==> config.mk <==
export PLATFORM = sky130hd
export DESIGN_NAME = stream_in_pack_flat
export DESIGN_NICKNAME = d
export VERILOG_FILES = /design/src/rtl/stream_in_pack_pkg.sv /design/src/rtl/stream_in_pack_if.sv /design/src/rtl/stream_pack_acc.sv /design/src/rtl/stream_in_pack.sv /design/src/flat_wrapper.sv
export SDC_FILE = /design/constraint.sdc
export NUM_CORES = 1
export LEC_CHECK = 0
export BUFFER_PORTS_ARGS = -buffer_cell sky130_fd_sc_hd__buf_2
export CAP_MARGIN = 20
export CORE_UTILIZATION = 55
export DETAILED_ROUTE_END_ITERATION = 7
export PLACE_DENSITY = 0.76
export SETUP_SLACK_MARGIN = 0.05
export SLEW_MARGIN = 25
export SYNTH_ARGS = -nofsm -noshare
export SYNTH_HDL_FRONTEND = slang
export SYNTH_SLANG_ARGS = --single-unit
==> constraint.sdc <==
create_clock -name clk -period 2.5 [get_ports clk]
set_clock_uncertainty 0.05 [all_clocks]
set_input_delay 0.375 -clock clk [delete_from_list [all_inputs] [get_ports clk]]
set_output_delay 0.375 -clock clk [all_outputs]
set_load 0.02 [all_outputs]
==> src/rtl/stream_in_pack_pkg.sv <==
// Shared definitions for the stream packer: default widths, block type codes
// and the counter-width helper.
package stream_in_pack_pkg;

    localparam int DEF_DIN_W  = 16;
    localparam int DEF_BLK_W  = 128;
    localparam int DEF_TYPE_W = 2;

    typedef enum logic [1:0] {
        TYPE_KEY = 2'b00,
        TYPE_PT  = 2'b01,
        TYPE_CT  = 2'b10
    } blk_type_e;

    // Counter must be able to hold the beat count 1..beats.
    function automatic int cnt_width(input int beats);
        return $clog2(beats + 1);
    endfunction

endpackage

==> src/rtl/stream_in_pack_if.sv <==
// Handshake bundle for the packer: narrow beat stream in, wide block stream out.
interface stream_in_pack_if
    import stream_in_pack_pkg::*;
#(
    parameter int DIN_W  = DEF_DIN_W,
    parameter int BLK_W  = DEF_BLK_W,
    parameter int TYPE_W = DEF_TYPE_W
) ();
    localparam int BEATS = BLK_W / DIN_W;
    localparam int CNT_W = cnt_width(BEATS);

    logic              vin;
    logic              rin;
    logic [TYPE_W-1:0] tin;
    logic              lin;
    logic [DIN_W-1:0]  din;
    logic              vout;
    logic              rout;
    logic [TYPE_W-1:0] tout;
    logic [BLK_W-1:0]  dout;
    logic [CNT_W-1:0]  nbeat;

    modport slave (
        input  vin, tin, lin, din, rout,
        output rin, vout, tout, dout, nbeat
    );

    modport master (
        output vin, tin, lin, din, rout,
        input  rin, vout, tout, dout, nbeat
    );

endinterface

==> src/rtl/stream_pack_acc.sv <==
// Shift accumulator with beat counter; presents the left-aligned block that the
// current beat would complete.
module stream_pack_acc
    import stream_in_pack_pkg::*;
#(
    parameter int DIN_W = DEF_DIN_W,
    parameter int BLK_W = DEF_BLK_W,
    localparam int BEATS = BLK_W / DIN_W,
    localparam int CNT_W = cnt_width(BEATS)
) (
    input  logic             clk,
    input  logic             rst_n,
    input  logic             beat_i,
    input  logic             lin_i,
    input  logic [DIN_W-1:0] din_i,
    output logic             first_o,
    output logic             done_o,
    output logic [BLK_W-1:0] blk_o,
    output logic [CNT_W-1:0] nbeat_o
);

    logic [BLK_W-1:0] acc_q, acc_d;
    logic [CNT_W-1:0] cnt_q, cnt_d;

    assign acc_d   = {acc_q[BLK_W-DIN_W-1:0], din_i};
    assign first_o = (cnt_q == '0);
    assign done_o  = beat_i & (lin_i | (cnt_q == CNT_W'(BEATS - 1)));
    assign nbeat_o = cnt_q + CNT_W'(1);

    always_comb begin
        cnt_d = cnt_q;
        if (beat_i) begin
            cnt_d = done_o ? '0 : cnt_q + CNT_W'(1);
        end
    end

    // Stale beats from earlier blocks sit above the newest k beats and are
    // shifted out, so no explicit clear of the accumulator is needed.
    always_comb begin
        blk_o = '0;
        for (int i = 0; i < BEATS; i++) begin
            if (cnt_q == CNT_W'(i)) begin
                blk_o = acc_d << ((BEATS - 1 - i) * DIN_W);
            end
        end
    end

    always_ff @(posedge clk or negedge rst_n) begin
        if (!rst_n) begin
            acc_q <= '0;
            cnt_q <= '0;
        end else begin
            cnt_q <= cnt_d;
            if (beat_i) begin
                acc_q <= acc_d;
            end
        end
    end

endmodule

==> src/rtl/stream_in_pack.sv <==
// Narrow-to-wide stream packer: block type capture, one-deep output register
// with valid/ready backpressure, and input ready gating.
module stream_in_pack
    import stream_in_pack_pkg::*;
#(
    parameter int DIN_W  = DEF_DIN_W,
    parameter int BLK_W  = DEF_BLK_W,
    parameter int TYPE_W = DEF_TYPE_W,
    localparam int BEATS = BLK_W / DIN_W,
    localparam int CNT_W = cnt_width(BEATS)
) (
    input  logic            clk,
    input  logic            rst_n,
    stream_in_pack_if.slave bus
);

    logic              beat;
    logic              first;
    logic              done;
    logic [BLK_W-1:0]  blk;
    logic [CNT_W-1:0]  nbeat_k;
    logic [TYPE_W-1:0] t_acc_q;
    logic [TYPE_W-1:0] tout_d, tout_q;
    logic              vout_d, vout_q;
    logic [BLK_W-1:0]  dout_q;
    logic [CNT_W-1:0]  nbeat_q;

    // All beats are gated, not just completing ones, keeping ready a simple
    // function of the output register.
    assign bus.rin = ~vout_q | bus.rout;
    assign beat    = bus.vin & bus.rin;

    stream_pack_acc #(
        .DIN_W (DIN_W),
        .BLK_W (BLK_W)
    ) u_acc (
        .clk     (clk),
        .rst_n   (rst_n),
        .beat_i  (beat),
        .lin_i   (bus.lin),
        .din_i   (bus.din),
        .first_o (first),
        .done_o  (done),
        .blk_o   (blk),
        .nbeat_o (nbeat_k)
    );

    assign tout_d = first ? bus.tin : t_acc_q;

    always_comb begin
        vout_d = vout_q;
        if (vout_q & bus.rout) begin
            vout_d = 1'b0;
        end
        if (done) begin
            vout_d = 1'b1;
        end
    end

    always_ff @(posedge clk or negedge rst_n) begin
        if (!rst_n) begin
            t_acc_q <= '0;
            vout_q  <= 1'b0;
            tout_q  <= '0;
            dout_q  <= '0;
            nbeat_q <= '0;
        end else begin
            vout_q <= vout_d;
            if (beat & first) begin
                t_acc_q <= bus.tin;
            end
            if (done) begin
                tout_q  <= tout_d;
                dout_q  <= blk;
                nbeat_q <= nbeat_k;
            end
        end
    end

    assign bus.vout  = vout_q;
    assign bus.tout  = tout_q;
    assign bus.dout  = dout_q;
    assign bus.nbeat = nbeat_q;

endmodule
==> src/flat_wrapper.sv <==
// flat-port wrapper written by rule: the top's interface ports become plain ports
module stream_in_pack_flat import stream_in_pack_pkg::*;
#(
    parameter int DIN_W  = DEF_DIN_W,
    parameter int BLK_W  = DEF_BLK_W,
    parameter int TYPE_W = DEF_TYPE_W,
    localparam int BEATS = BLK_W / DIN_W,
    localparam int CNT_W = cnt_width(BEATS)
)
  (clk, rst_n, bus_vin, bus_tin, bus_lin, bus_din, bus_rout, bus_rin, bus_vout, bus_tout, bus_dout, bus_nbeat);
  stream_in_pack_if #(.DIN_W(DIN_W), .BLK_W(BLK_W), .TYPE_W(TYPE_W)) bus_i ();
  input  logic clk;
  input  logic rst_n;
  input wire logic [$bits(bus_i.vin)-1:0] bus_vin;
  input wire logic [$bits(bus_i.tin)-1:0] bus_tin;
  input wire logic [$bits(bus_i.lin)-1:0] bus_lin;
  input wire logic [$bits(bus_i.din)-1:0] bus_din;
  input wire logic [$bits(bus_i.rout)-1:0] bus_rout;
  output wire logic [$bits(bus_i.rin)-1:0] bus_rin;
  output wire logic [$bits(bus_i.vout)-1:0] bus_vout;
  output wire logic [$bits(bus_i.tout)-1:0] bus_tout;
  output wire logic [$bits(bus_i.dout)-1:0] bus_dout;
  output wire logic [$bits(bus_i.nbeat)-1:0] bus_nbeat;
  assign bus_i.vin = bus_vin;
  assign bus_i.tin = bus_tin;
  assign bus_i.lin = bus_lin;
  assign bus_i.din = bus_din;
  assign bus_i.rout = bus_rout;
  assign bus_rin = bus_i.rin;
  assign bus_vout = bus_i.vout;
  assign bus_tout = bus_i.tout;
  assign bus_dout = bus_i.dout;
  assign bus_nbeat = bus_i.nbeat;
  stream_in_pack #(.DIN_W(DIN_W), .BLK_W(BLK_W), .TYPE_W(TYPE_W)) u_core (.clk(clk), .rst_n(rst_n), .bus(bus_i));
endmodule
# --- Word level (Yosys, flattened, before mapping) ---
# Index checks and enable logic that the tools add are counted.
totals:
  input_bits: 23
  output_inout_bits: 136
  register_bits: 253
  wordCells: 36
op_classes:
  n_reduce_logical: 2
  n_eq_ne: 7
  addsub: 1
  mux: 12
  bitwise: 7
op_table:
  columns: ["cell", "n"]
  rows:
  - ["128-bit 2-to-1 mux", 8]
  - ["4-bit by 3-bit equality test with 1-bit output (second input constant)", 4]
  - ["4-bit by 2-bit equality test with 1-bit output (second input constant)", 2]
  - ["4-bit by 1-bit adder with 4-bit output (second input constant)", 1]
  - ["1-bit AND", 4]
  - ["4-bit by 1-bit equality test with 1-bit output (second input constant)", 1]
  - ["4-bit zero test", 1]
  - ["4-bit 2-to-1 mux", 1]
  - ["1-bit 2-to-1 mux", 2]
  - ["2-bit 2-to-1 mux", 1]
  - ["1-bit bitwise OR", 2]
  - ["2-bit nonzero test", 1]
  - ["1-bit NOT", 1]

# --- Logic depth before layout (Yosys ltp) ---
# Gate-level depths: netlist (run 1).
depth:
  word_depth: 9
  mapped_depth: 10
  mapped_depth_nobuf: 6

# --- Modules after synthesis ---
# Synthesis (run 1) repeated with hierarchy kept, for this count alone.
hier_totals:
  cells_unflattened: 1253
  area_unflattened_um2: 13631.8
by_module_without_submodules:
  columns: ["module", "n_inst", "seq_area_each_um2", "area_per_inst_um2", "cells_per_inst"]
  rows:
  - ["stream_pack_acc", 1, 2902.8, 8425.6, 957]
  - ["stream_in_pack", 1, 3428.3, 5206.2, 296]

# --- Worst setup path after synthesis (run 1) ---
# OpenSTA, ideal clock, no wires.
synth_timing:
  kind: "register to register"
  startpoint: "register u_core.u_acc.cnt_q[0]"
  endpoint: "register u_core.dout_q[22] (netlist: u_core.bus.dout[22])"
  required_time_ns: 2.327
  n_path_buf: 4
  path_slack_ns: 0.493
  arrival_ns: 1.834
  setup_time_ns: 0.123
  stages_incl_launch_ff: 11
  period_less_slack_ns: 2.007
  cell_sequence: "dfrtp_1 -> inv_1 -> ha_1 -> buf_4 -> and3b_1 -> buf_2 -> nor2b_1 -> buf_2 -> buf_2 -> a221oi_2 -> nor2_1"
synth_via:
  elab_chain_len: 8
  word_cells_on_any_way: 16
  cone_classes: "7 x eq/ne; 7 x mux; 2 x bitwise"
synth_lines:
  columns: ["element", "line_no", "rtl"]
  rows:
  - ["from (decl)", "stream_pack_acc.sv:23", "logic [CNT_W-1:0] cnt_q, cnt_d;"]
  - ["from (signal assigned)", "stream_pack_acc.sv:53", "cnt_q <= cnt_d;"]
  - ["4-bit by 1-bit equality test with 1-bit output", "stream_pack_acc.sv:42", "if (cnt_q == CNT_W'(i)) begin"]
  - ["128-bit 2-to-1 mux (7 in a row)", "stream_pack_acc.sv:42", null]
  - ["to (signal assigned)", "stream_in_pack.sv:74", "dout_q <= blk;"]
  - ["to (decl)", "stream_in_pack.sv:25", "logic [BLK_W-1:0] dout_q;"]
# Several ways; a longest one is shown, not always the timed one.
# A chain may end at the register's enable or synchronous reset.

# --- Worst setup path in the final report (run 1) ---
layout_timing:
  startpoint: "register u_core.u_acc.cnt_q[1]"
  endpoint: "register u_core.dout_q[114] (netlist: u_core.bus.dout[114])"
layout_via:
  elab_chain_len: 9
  word_cells_on_any_way: 18
  cone_classes: "7 x eq/ne; 8 x mux; 2 x bitwise; 1 x reduce/logical"
layout_lines:
  columns: ["element", "line_no"]
  rows:
  - ["4-bit zero test", "stream_pack_acc.sv:42"]
  - ["128-bit 2-to-1 mux (8 in a row)", "stream_pack_acc.sv:42"]
# Several ways; a longest one is shown, not always the timed one.

==> impl_metrics.toml, run 1 <==
[outcome]
status = "finished, final reports clean"

[drt]
drt-vias-per-instance = 6.67
route.detailed.wl_per_inst_um = 23.2
vias = 12920
drt_first_pass_iters = 6
drc = 0
drt_iter0_drc = 1578
ant_nets = 0
wl_mm = 45.0

[finish]
postLayoutCellArea_mm2 = 0.0164
drive_above_1_share_pct = 25.1
n_antenna_cell = 0
n_fill_cell = 2090
fin_nets = 1614
areaGrowthSynthToFinish_pct = 14.0
fin_cells = 1938

[yosys]
yosysTopAreaCell = "dfrtp_1"
avgSynthCellArea_um2 = 9.46
ys_types = 48
postSynth.asyncResetShare_pct = 100
synth_area_mm2 = 0.0144
synthTopCellsByArea = "dfrtp_1 (44%), mux2_2 (6.3%), a21oi_1 (5.6%)"
ys_ff_latch = 253
synth_top_area_share_pct = 44.0
ys_seq_area_share_pct = 44.0
synth_edf_count = 0
syn_nets = 1547
synth_cells = 1520
synth_flop_cell = "dfrtp_1"
synth_warnings = 0

[critical_path]
r2r-end = "u_core.bus.dout[114]$_DFFE_PN0P_"
critPathMostFrequentCell = "a21oi_1"
cp_cell_sequence = "inv_1 -> ha_4 -> buf_12 -> a21oi_1 -> a211oi_1 -> o22ai_1 -> a21oi_1"
ff2ff_path_depth = 7
cp_slowest_stage_delay_ps = 610
cp-end-kind = "flip-flop"
worstPathMaxFanout = 36
slowest_stage = "a211oi_1"
crit_arrival_ps = 2740
critPathLaunch = "u_core.u_acc.cnt_q[1]$_DFFE_PN0P_"
worstPathRequired_ps = 2930
regToRegSetupSlack_ps = 190
r2r_start = "u_core.u_acc.cnt_q[1]$_DFFE_PN0P_"
crit_type = "flip-flop to flip-flop"
cp-start-kind = "flip-flop"

[power_and_ir_drop]
netSwitchingFraction_pct = 38.7
powerDensity_mw_per_mm2 = 949
p_switching_uw = 6020
p_seq_share_pct = 41.2
clock_power_share_pct = 26.3
intPower_uw = 9540
p_leak_uw = 0.00712
combinationalPowerShare_pct = 32.5
irDropWorstVdd_mv = 0.697

[clock_network]
cts.htree.levels = 1
root_buffer = "clkbuf_16"
clk_pin_slew_worst_paths_ps = 60
clk_latency_ps = 550
cts_tree = "built"
clock_path_buffers = 3
cts_sinks = 253
cts_buffers = 28

[global_routing]
track_usage_pct = 33.8
grt_pass1_vias = 11980
grt_pass1_wl_mm = 70.5
antenna_found_initial = 0
grt_max_degree = 87
gr-total-overflow = 0

[timing]
period_minus_slack_ps = 2310
tns_ps = 0
drv_slew = 0
relSlewSlack_pct = 33.0
final-setup-viol-count = 0
max_clock_freq_mhz = 432
final.period_utilization_pct = 92.5
final_hold_viol_count = 0
tightest_slew_ps = 999
rsz0062_at_grt = "false"

[worst_hold_path]
hold_class = "primary input to flip-flop"
hold-path-endpoint = "u_core.t_acc_q[1]$_DFFE_PN0P_"
whs_path_depth = 2
hp-start = "bus_tin[1]"

[die]
core.rowCount = 58
die_w_um = 164
start_util_pct = 56.6
dieHeight_um = 164
die-area_mm2 = 0.0268
io-pin-count = 159
core_mm2 = 0.0254

[placed_design]
dpl_cell_area_mm2 = 0.0155
dpl.hpwl_mm = 30.4
port_buffers = 158
gp_congestion = 0.933
dp.cells = 1885

[flow_run]
max_cap_violations = 0
cells in the mapped netlist (16+ instances only):
cell type  count
a21oi_1      161
a221o_1       47
a221oi_1      38
a22o_1        16
a22oi_1       32
buf_1         16
buf_2         65
buf_4         18
clkbuf_1      85
dfrtp_1      253
inv_1         18
mux2_2        80
mux2i_1       18
nand2_1      174
nand3b_1      65
nor2_1        84
nor2b_1       50
nor3b_1       17
o21ai_0       67
o21ai_1       22
o22ai_1       64
o311a_1       16
o31ai_1       18
layer usage:
metal	track usage, %	vias up	wire (um)
met1	52.1	6318	19700
met5	0	-	0
met4	9.22	0	1090
met3	8.08	71	5400
met2	46.8	813	18800
li1	-	5718	-
metrics by stage:
stage	total power [uW]	util, %	setup slack (ps)	hold slack, ps
finish	15600	64.5	187	10.1
detailed placement	11300	60.8	193	343
floorplan	9430	-	493	29.4
CTS	15400	64.5	190	3.70
global route	16300	64.5	51.4	11.4
global placement	11200	60.8	79.2	343
worst max path at each step:
stage / end / slack [ps] / cells after the start
2_1_floorplan: u_core.bus.dout[22]$_DFFE_PN0P_ / 490 / 10
3_3_place_gp: u_core.bus.dout[112]$_DFFE_PN0P_ / 80 / 6
3_5_place_dp: u_core.bus.dout[35]$_DFFE_PN0P_ / 190 / 5
4_1_cts: u_core.bus.dout[35]$_DFFE_PN0P_ / 190 / 5
5_1_grt: u_core.bus.dout[104]$_DFFE_PN0P_ / 50 / 7
6_report: u_core.bus.dout[114]$_DFFE_PN0P_ / 190 / 7
worst max-delay path: cells and delay by family, from the launching register on:
kind            cells  cell delay [ps]
compound gates      4             1040
flops               1              470
buf+inv             2              380
fa+ha+maj           1              290
power by group through the flow:
stage | Sequential (uW) | Clock (uW) | Combinational (uW)
2_1_floorplan | 6380 | 0 | 3050
3_5_place_dp | 6390 | 0 | 4950
6_report | 6410 | 4100 | 5050
4_1_cts | 6330 | 4140 | 4980
5_1_grt | 6510 | 4300 | 5470
3_3_place_gp | 6350 | 0 | 4830
cells in the final DEF (no fill, tap or decap), drive strengths merged, types with 17 or more instances in the layout:
cell,instances
a21oi,161
a221o,47
a221oi,48
a22oi,32
buf,226
clkbuf,39
dfrtp,253
inv,21
mux2,82
mux2i,18
nand2,174
nand3b,65
nor2,84
nor2b,50
nor3b,17
o21ai,89
o22ai,64
o31ai,19
flip-flops by register name, indices dropped and copies added (netlist names):
register,cells
u_core.bus.dout,128
u_core.u_acc.acc_q,112
u_core.bus.nbeat,4
u_core.u_acc.cnt_q,4
u_core.bus.tout,2
u_core.t_acc_q,2
u_core.bus.vout,1
logic make-up (layout without fill, tap and decap cells):
family / after synthesis / count (layout) / share of synthesized area, %
xor gates and xnor gates: 1 / 1 / 0.0609
muxes: 100 / 100 / 7.68
buffers and inverters: 208 / 296 / 6.78
adders and majority gates: 4 / 4 / 0.348
DFF: 253 / 253 / 44.0
AOI/OAI and AO/OA: 544 / 544 / 26.9
and+or+nand+nor: 410 / 410 / 14.2
final cells by class:
type / count / area [um2] / area share [%]
inverters: 18 / 67.6 / 0.412
well taps: 330 / 413 / 2.52
repair buffers: 227 / 1510 / 9.23
flip-flops and latches: 253 / 6330 / 38.6
clock buffers: 39 / 843 / 5.14
clock inverters: 12 / 76.3 / 0.466
multi-input cells: 1059 / 7150 / 43.6
what timing repair did:
action | 4_1_cts | 5_1_grt
setup endpoints to repair | 0 | 13
setup buffers | 0 | 1
resized for setup | 0 | 2
hold buffers | 1 | 0
hold endpoints to repair | 65 | 0
Power figures use the tool's default switching activity.
==> run 2: changes to the inputs <==
--- a/config.mk
+++ b/config.mk
@@ -7,9 +7,9 @@
 export LEC_CHECK = 0
 export BUFFER_PORTS_ARGS = -buffer_cell sky130_fd_sc_hd__buf_2
 export CAP_MARGIN = 20
-export CORE_UTILIZATION = 55
+export CORE_UTILIZATION = 50
 export DETAILED_ROUTE_END_ITERATION = 7
-export PLACE_DENSITY = 0.76
+export PLACE_DENSITY = 0.7
 export SETUP_SLACK_MARGIN = 0.05
 export SLEW_MARGIN = 25
 export SYNTH_ARGS = -nofsm -noshare
==> impl_metrics.toml, run 2 (synthesis gave the netlist of run 1 again) <==
[outcome]
status = "finished, final reports clean"

[global_routing]
antenna_found_initial = 0
grt_pass1_wl_mm = 72.2
grt_pass1_vias = 11830
track_usage_pct = 32.1
grt_max_degree = 108
gr-total-overflow = 0

[placed_design]
gp_congestion = 0.931
dpl.hpwl_mm = 31.0
port_buffers = 158
dp.cells = 1931
dp_slack_ps = 58.9

[finish]
drive_above_1_share_pct = 24.8
fin_cells = 1985
final_common_cell = "dfrtp_1"
layout_common_cells = "dfrtp_1 (251), nand2_1 (172), a21oi_1 (161), buf_2 (157), nor2_1 (83)"
largest_register_ffs = 128
n_fill_cell = 2454
fin_nets = 1615
areaGrowthSynthToFinish_pct = 14.8
n_antenna_cell = 0

[timing]
final.period_utilization_pct = 98.1
worst_slack_ps = 48.4
drv_slew = 0
rsz0062_at_grt = "true"
tightest_slew_ps = 887
max_clock_freq_mhz = 408
period_minus_slack_ps = 2450
relSlewSlack_pct = 40.8
final_hold_viol_count = 0
final-setup-viol-count = 0
whs_ps = 22.2

[die]
core_mm2 = 0.0280
die-area_mm2 = 0.0294
io-pin-count = 159
dieHeight_um = 172
die_w_um = 172
start_util_pct = 51.3
core.rowCount = 61

[clock_network]
clock_path_buffers = 3
clk_pin_slew_worst_paths_ps = 60
clk_latency_ps = 550
cts_buffers = 27
cts_tree = "built"
root_buffer = "clkbuf_16"
cts.htree.levels = 1
cts_sinks = 253

[power_and_ir_drop]
irDropWorstVdd_mv = 0.513
p_leak_uw = 0.00712
powerDensity_mw_per_mm2 = 956
p_total_uw = 15800

[critical_path]
worstPathMaxFanout = 55
worstPathRequired_ps = 2920
path_buf_inv = 2
cp-end-kind = "flip-flop"
slowest_stage = "dfrtp_1"
cp_cell_sequence = "ha_4 -> buf_12 -> or3_1 -> buf_4 -> a211oi_1 -> o22ai_1 -> a21oi_1"
crit_arrival_ps = 2870
cp_slowest_stage_delay_ps = 480
cpLargestDelayFamily = "compound AO/OA/AOI/OAI gates"
cp-start-kind = "flip-flop"
crit_type = "flip-flop to flip-flop"

[drt]
ant_nets = 0
drt_first_pass_iters = 5
wl_mm = 46.7
drt-vias-per-instance = 6.44
vias = 12782
drc = 0
route.detailed.wl_per_inst_um = 23.5
drt_iter0_drc = 1487

[flow_run]
max_cap_violations = 0

[worst_hold_path]
hold_class = "primary input to flip-flop"
## run 2: final timing paths
kind | start | to | cells past startpoint | slack, ps
setup / recovery | u_core.u_acc.cnt_q[1]$_DFFE_PN0P_ | u_core.bus.dout[112]$_DFFE_PN0P_ | 7 | 50
hold / removal | bus_tin[0] | u_core.t_acc_q[0]$_DFFE_PN0P_ | 2 | 20
setup reg to reg | u_core.u_acc.cnt_q[1]$_DFFE_PN0P_ | u_core.bus.dout[112]$_DFFE_PN0P_ | 7 | 50
hold reg to reg | u_core.bus.nbeat[1]$_DFFE_PN0P_ | u_core.bus.nbeat[1]$_DFFE_PN0P_ | 2 | 420
max in group asynchronous | rst_n | u_core.u_acc.acc_q[31]$_DFFE_PN0P_ | 3 | 1310
min in group asynchronous | rst_n | u_core.bus.dout[99]$_DFFE_PN0P_ | 2 | 300
## run 2: cell type report
| class | instances | area [um2] | area share (%) |
|---|---|---|---|
| Tap cell | 378 | 473 | 2.87 |
| Multi-Input combinational cell | 1059 | 7190 | 43.5 |
| Clock inverter | 8 | 151 | 0.917 |
| Clock buffer | 40 | 764 | 4.63 |
| Timing Repair Buffer | 229 | 1530 | 9.27 |
| Sequential cell | 253 | 6330 | 38.4 |
| Inverter | 18 | 67.6 | 0.409 |
## run 2: metrics by stage
step	setup TNS, ps	util [%]	area (um2)
4_1_cts	0	58.6	16400
3_3_place_gp	-778	55.2	15500
3_5_place_dp	0	55.2	15500
6_report	0	58.9	16500
2_1_floorplan	0	-	14400
5_1_grt	0	58.9	16500
## run 2: power breakdown
part           leakage, uW  internal (uW)  switching (uW)
sequential         0.00314           5090            1330
combinational      0.00354           2130            3010
clock             0.000434           2520            1710
## run 2: per-layer routing
layer | global-route usage, % | vias up | wire length (um)
met2 | 45.5 | 710 | 19400
met1 | 49.5 | 6287 | 21200
met4 | 6.99 | 0 | 923
li1 | - | 5711 | -
met5 | 0 | - | 0
met3 | 7.04 | 74 | 5130
## run 2: repair_timing
item / in CTS / in global routing
endpoints found under the hold margin: 52 / 0
resized for setup: 1 / 9
cloned: 0 / 1
pin swaps: 0 / 1
setup endpoints to repair: 1 / 23
hold buffers: 2 / 0
setup buffers: 0 / 3
## run 2: worst register-to-register path: stages, from the launching register on
cell and delay [ps]:
dfrtp_1 480, ha_4 260, buf_12 200, or3_1 410, buf_4 210, a211oi_1 450
o22ai_1 170, a21oi_1 160
==> run 3: changes to the inputs <==
==> constraint.sdc (replaced) <==
create_clock -name clk -period 2.5 [get_ports clk]
set_clock_uncertainty 0.05 [all_clocks]
set_input_delay 0.375 -clock clk [delete_from_list [all_inputs] [get_ports clk]]
set_output_delay 0.375 -clock clk [all_outputs]
set_load 0.1 [all_outputs]
==> impl_metrics.toml, run 3 (synthesis gave the netlist of run 1 again) <==
[placed_design]
dp_slack_ps = 69.4
dpl.hpwl_mm = 30.8
gp_congestion = 0.924
dpl_cell_area_mm2 = 0.0155
port_buffers = 158

[finish]
final_common_cell = "dfrtp_1"
drive_above_1_share_pct = 24.8
fin_nets = 1606
layout_common_cells = "dfrtp_1 (250), nand2_1 (172), a21oi_1 (161), buf_2 (157), nor2_1 (83)"
postLayoutCellArea_mm2 = 0.0164
areaGrowthSynthToFinish_pct = 14.0
largest_register_ffs = 128
n_antenna_cell = 0

[clock_network]
cts_sinks = 253
clk_pin_slew_worst_paths_ps = 70
cts_tree = "built"
root_buffer = "clkbuf_16"
cts_buffers = 26
clk_latency_ps = 560
cts.htree.levels = 1
postCtsSetupBuffers = 0
clock_path_buffers = 3

[global_routing]
grt_pass1_vias = 11527
gr-total-overflow = 0
grt_max_degree = 123
track_usage_pct = 31.0
antenna_found_initial = 0
grt_pass1_wl_mm = 70.3

[critical_path]
cp-end-kind = "flip-flop"
crit_arrival_ps = 2810
ff2ff_path_depth = 6
crit_type = "flip-flop to flip-flop"
worstPathRequired_ps = 2910
worstPathMaxFanout = 12
cp-start-kind = "flip-flop"

[power_and_ir_drop]
p_leak_uw = 0.00706
irDropWorstVdd_mv = 0.739
powerDensity_mw_per_mm2 = 1100

[worst_hold_path]
hold_class = "primary input to flip-flop"
whs_path_depth = 2

[drt]
vias = 12739
ant_nets = 0
drc = 0
route.detailed.wl_per_inst_um = 23.1
drt_first_pass_iters = 8
drt-vias-per-instance = 6.45
drt_iter0_drc = 1816
wl_mm = 45.6

[die]
core.rowCount = 61
io-pin-count = 159
dieHeight_um = 172
die_w_um = 172
die-area_mm2 = 0.0294
start_util_pct = 51.3
core_mm2 = 0.0280

[timing]
final.period_utilization_pct = 95.9
drv_slew = 0
max_clock_freq_mhz = 417
rsz0062_at_grt = "true"
period_minus_slack_ps = 2400
final-setup-viol-count = 0
tns_ps = 0
worst_slack_ps = 104
tightest_slew_ps = 986
whs_ps = 30.5
relSlewSlack_pct = 33.9
final_hold_viol_count = 0

[outcome]
status = "finished, final reports clean"

[flow_run]
max_cap_violations = 0
run 3: changes by cell type in the layout (fill, tap and decap cells not counted), moves of 5 or more:
cell and change:
buf_12 +5, buf_4 -9, clkbuf_1 -5, clkinv_2 +7
run 3: what timing repair did:
item / 4_1_cts / 5_1_grt
hold endpoints to repair: 64 / 0
gates resized for setup: 0 / 6
endpoints found under the setup margin: 0 / 14
hold buffers: 1 / 0
run 3: path summary, 6_finish.rpt:
path | startpoint | end | slack [ps]
worst min register to register | u_core.bus.dout[35]$_DFFE_PN0P_ | u_core.bus.dout[35]$_DFFE_PN0P_ | 430
worst min-delay path | bus_tin[1] | u_core.t_acc_q[1]$_DFFE_PN0P_ | 30
max in group asynchronous | rst_n | u_core.bus.dout[91]$_DFFE_PN0P_ | 1330
worst max-delay path | u_core.u_acc.cnt_q[0]$_DFFE_PN0P_ | u_core.bus.dout[112]$_DFFE_PN0P_ | 100
worst max register to register | u_core.u_acc.cnt_q[0]$_DFFE_PN0P_ | u_core.bus.dout[112]$_DFFE_PN0P_ | 100
min in group asynchronous | rst_n | u_core.bus.dout[35]$_DFFE_PN0P_ | 360
run 3: layer usage:
layer / wire (um) / vias up / track usage, %
li1: - / 5698 / -
met2: 18700 / 760 / 42.1
met3: 5020 / 59 / 6.26
met4: 781 / 0 / 6.48
met1: 21000 / 6222 / 49.8
met5: 0 / - / 0
run 3: report_power, final:
part	total (uW)	switching (uW)	internal, uW
sequential	6380	1290	5090
combinational	7680	5620	2060
clock	3920	1710	2210
run 3: final cells by class:
type	count	area (um2)
Fill cell	2428	11600
Clock inverter	14	141
Tap cell	378	473
Timing Repair Buffer	221	1490
Sequential cell	253	6330
Multi-Input combinational cell	1059	7170
Inverter	18	67.6
Clock buffer	33	707
run 3: critical path, stage by stage, from the launching register on:
cell      delay, ps
dfrtp_1         420
buf_4           180
ha_4            220
or3_1           560
a211oi_1        490
o22ai_1         220
a21oi_1         160
run 3: metrics by stage:
| stage | total power [uW] | util, % | std cells |
|---|---|---|---|
| 2_1_floorplan | 12000 | - | 1520 |
| 3_3_place_gp | 13800 | 55.3 | 1928 |
| 3_5_place_dp | 14000 | 55.3 | 1928 |
| 4_1_cts | 17900 | 58.4 | 1976 |
| 5_1_grt | 18700 | 58.5 | 1976 |
| 6_report | 18000 | 58.5 | 1976 |
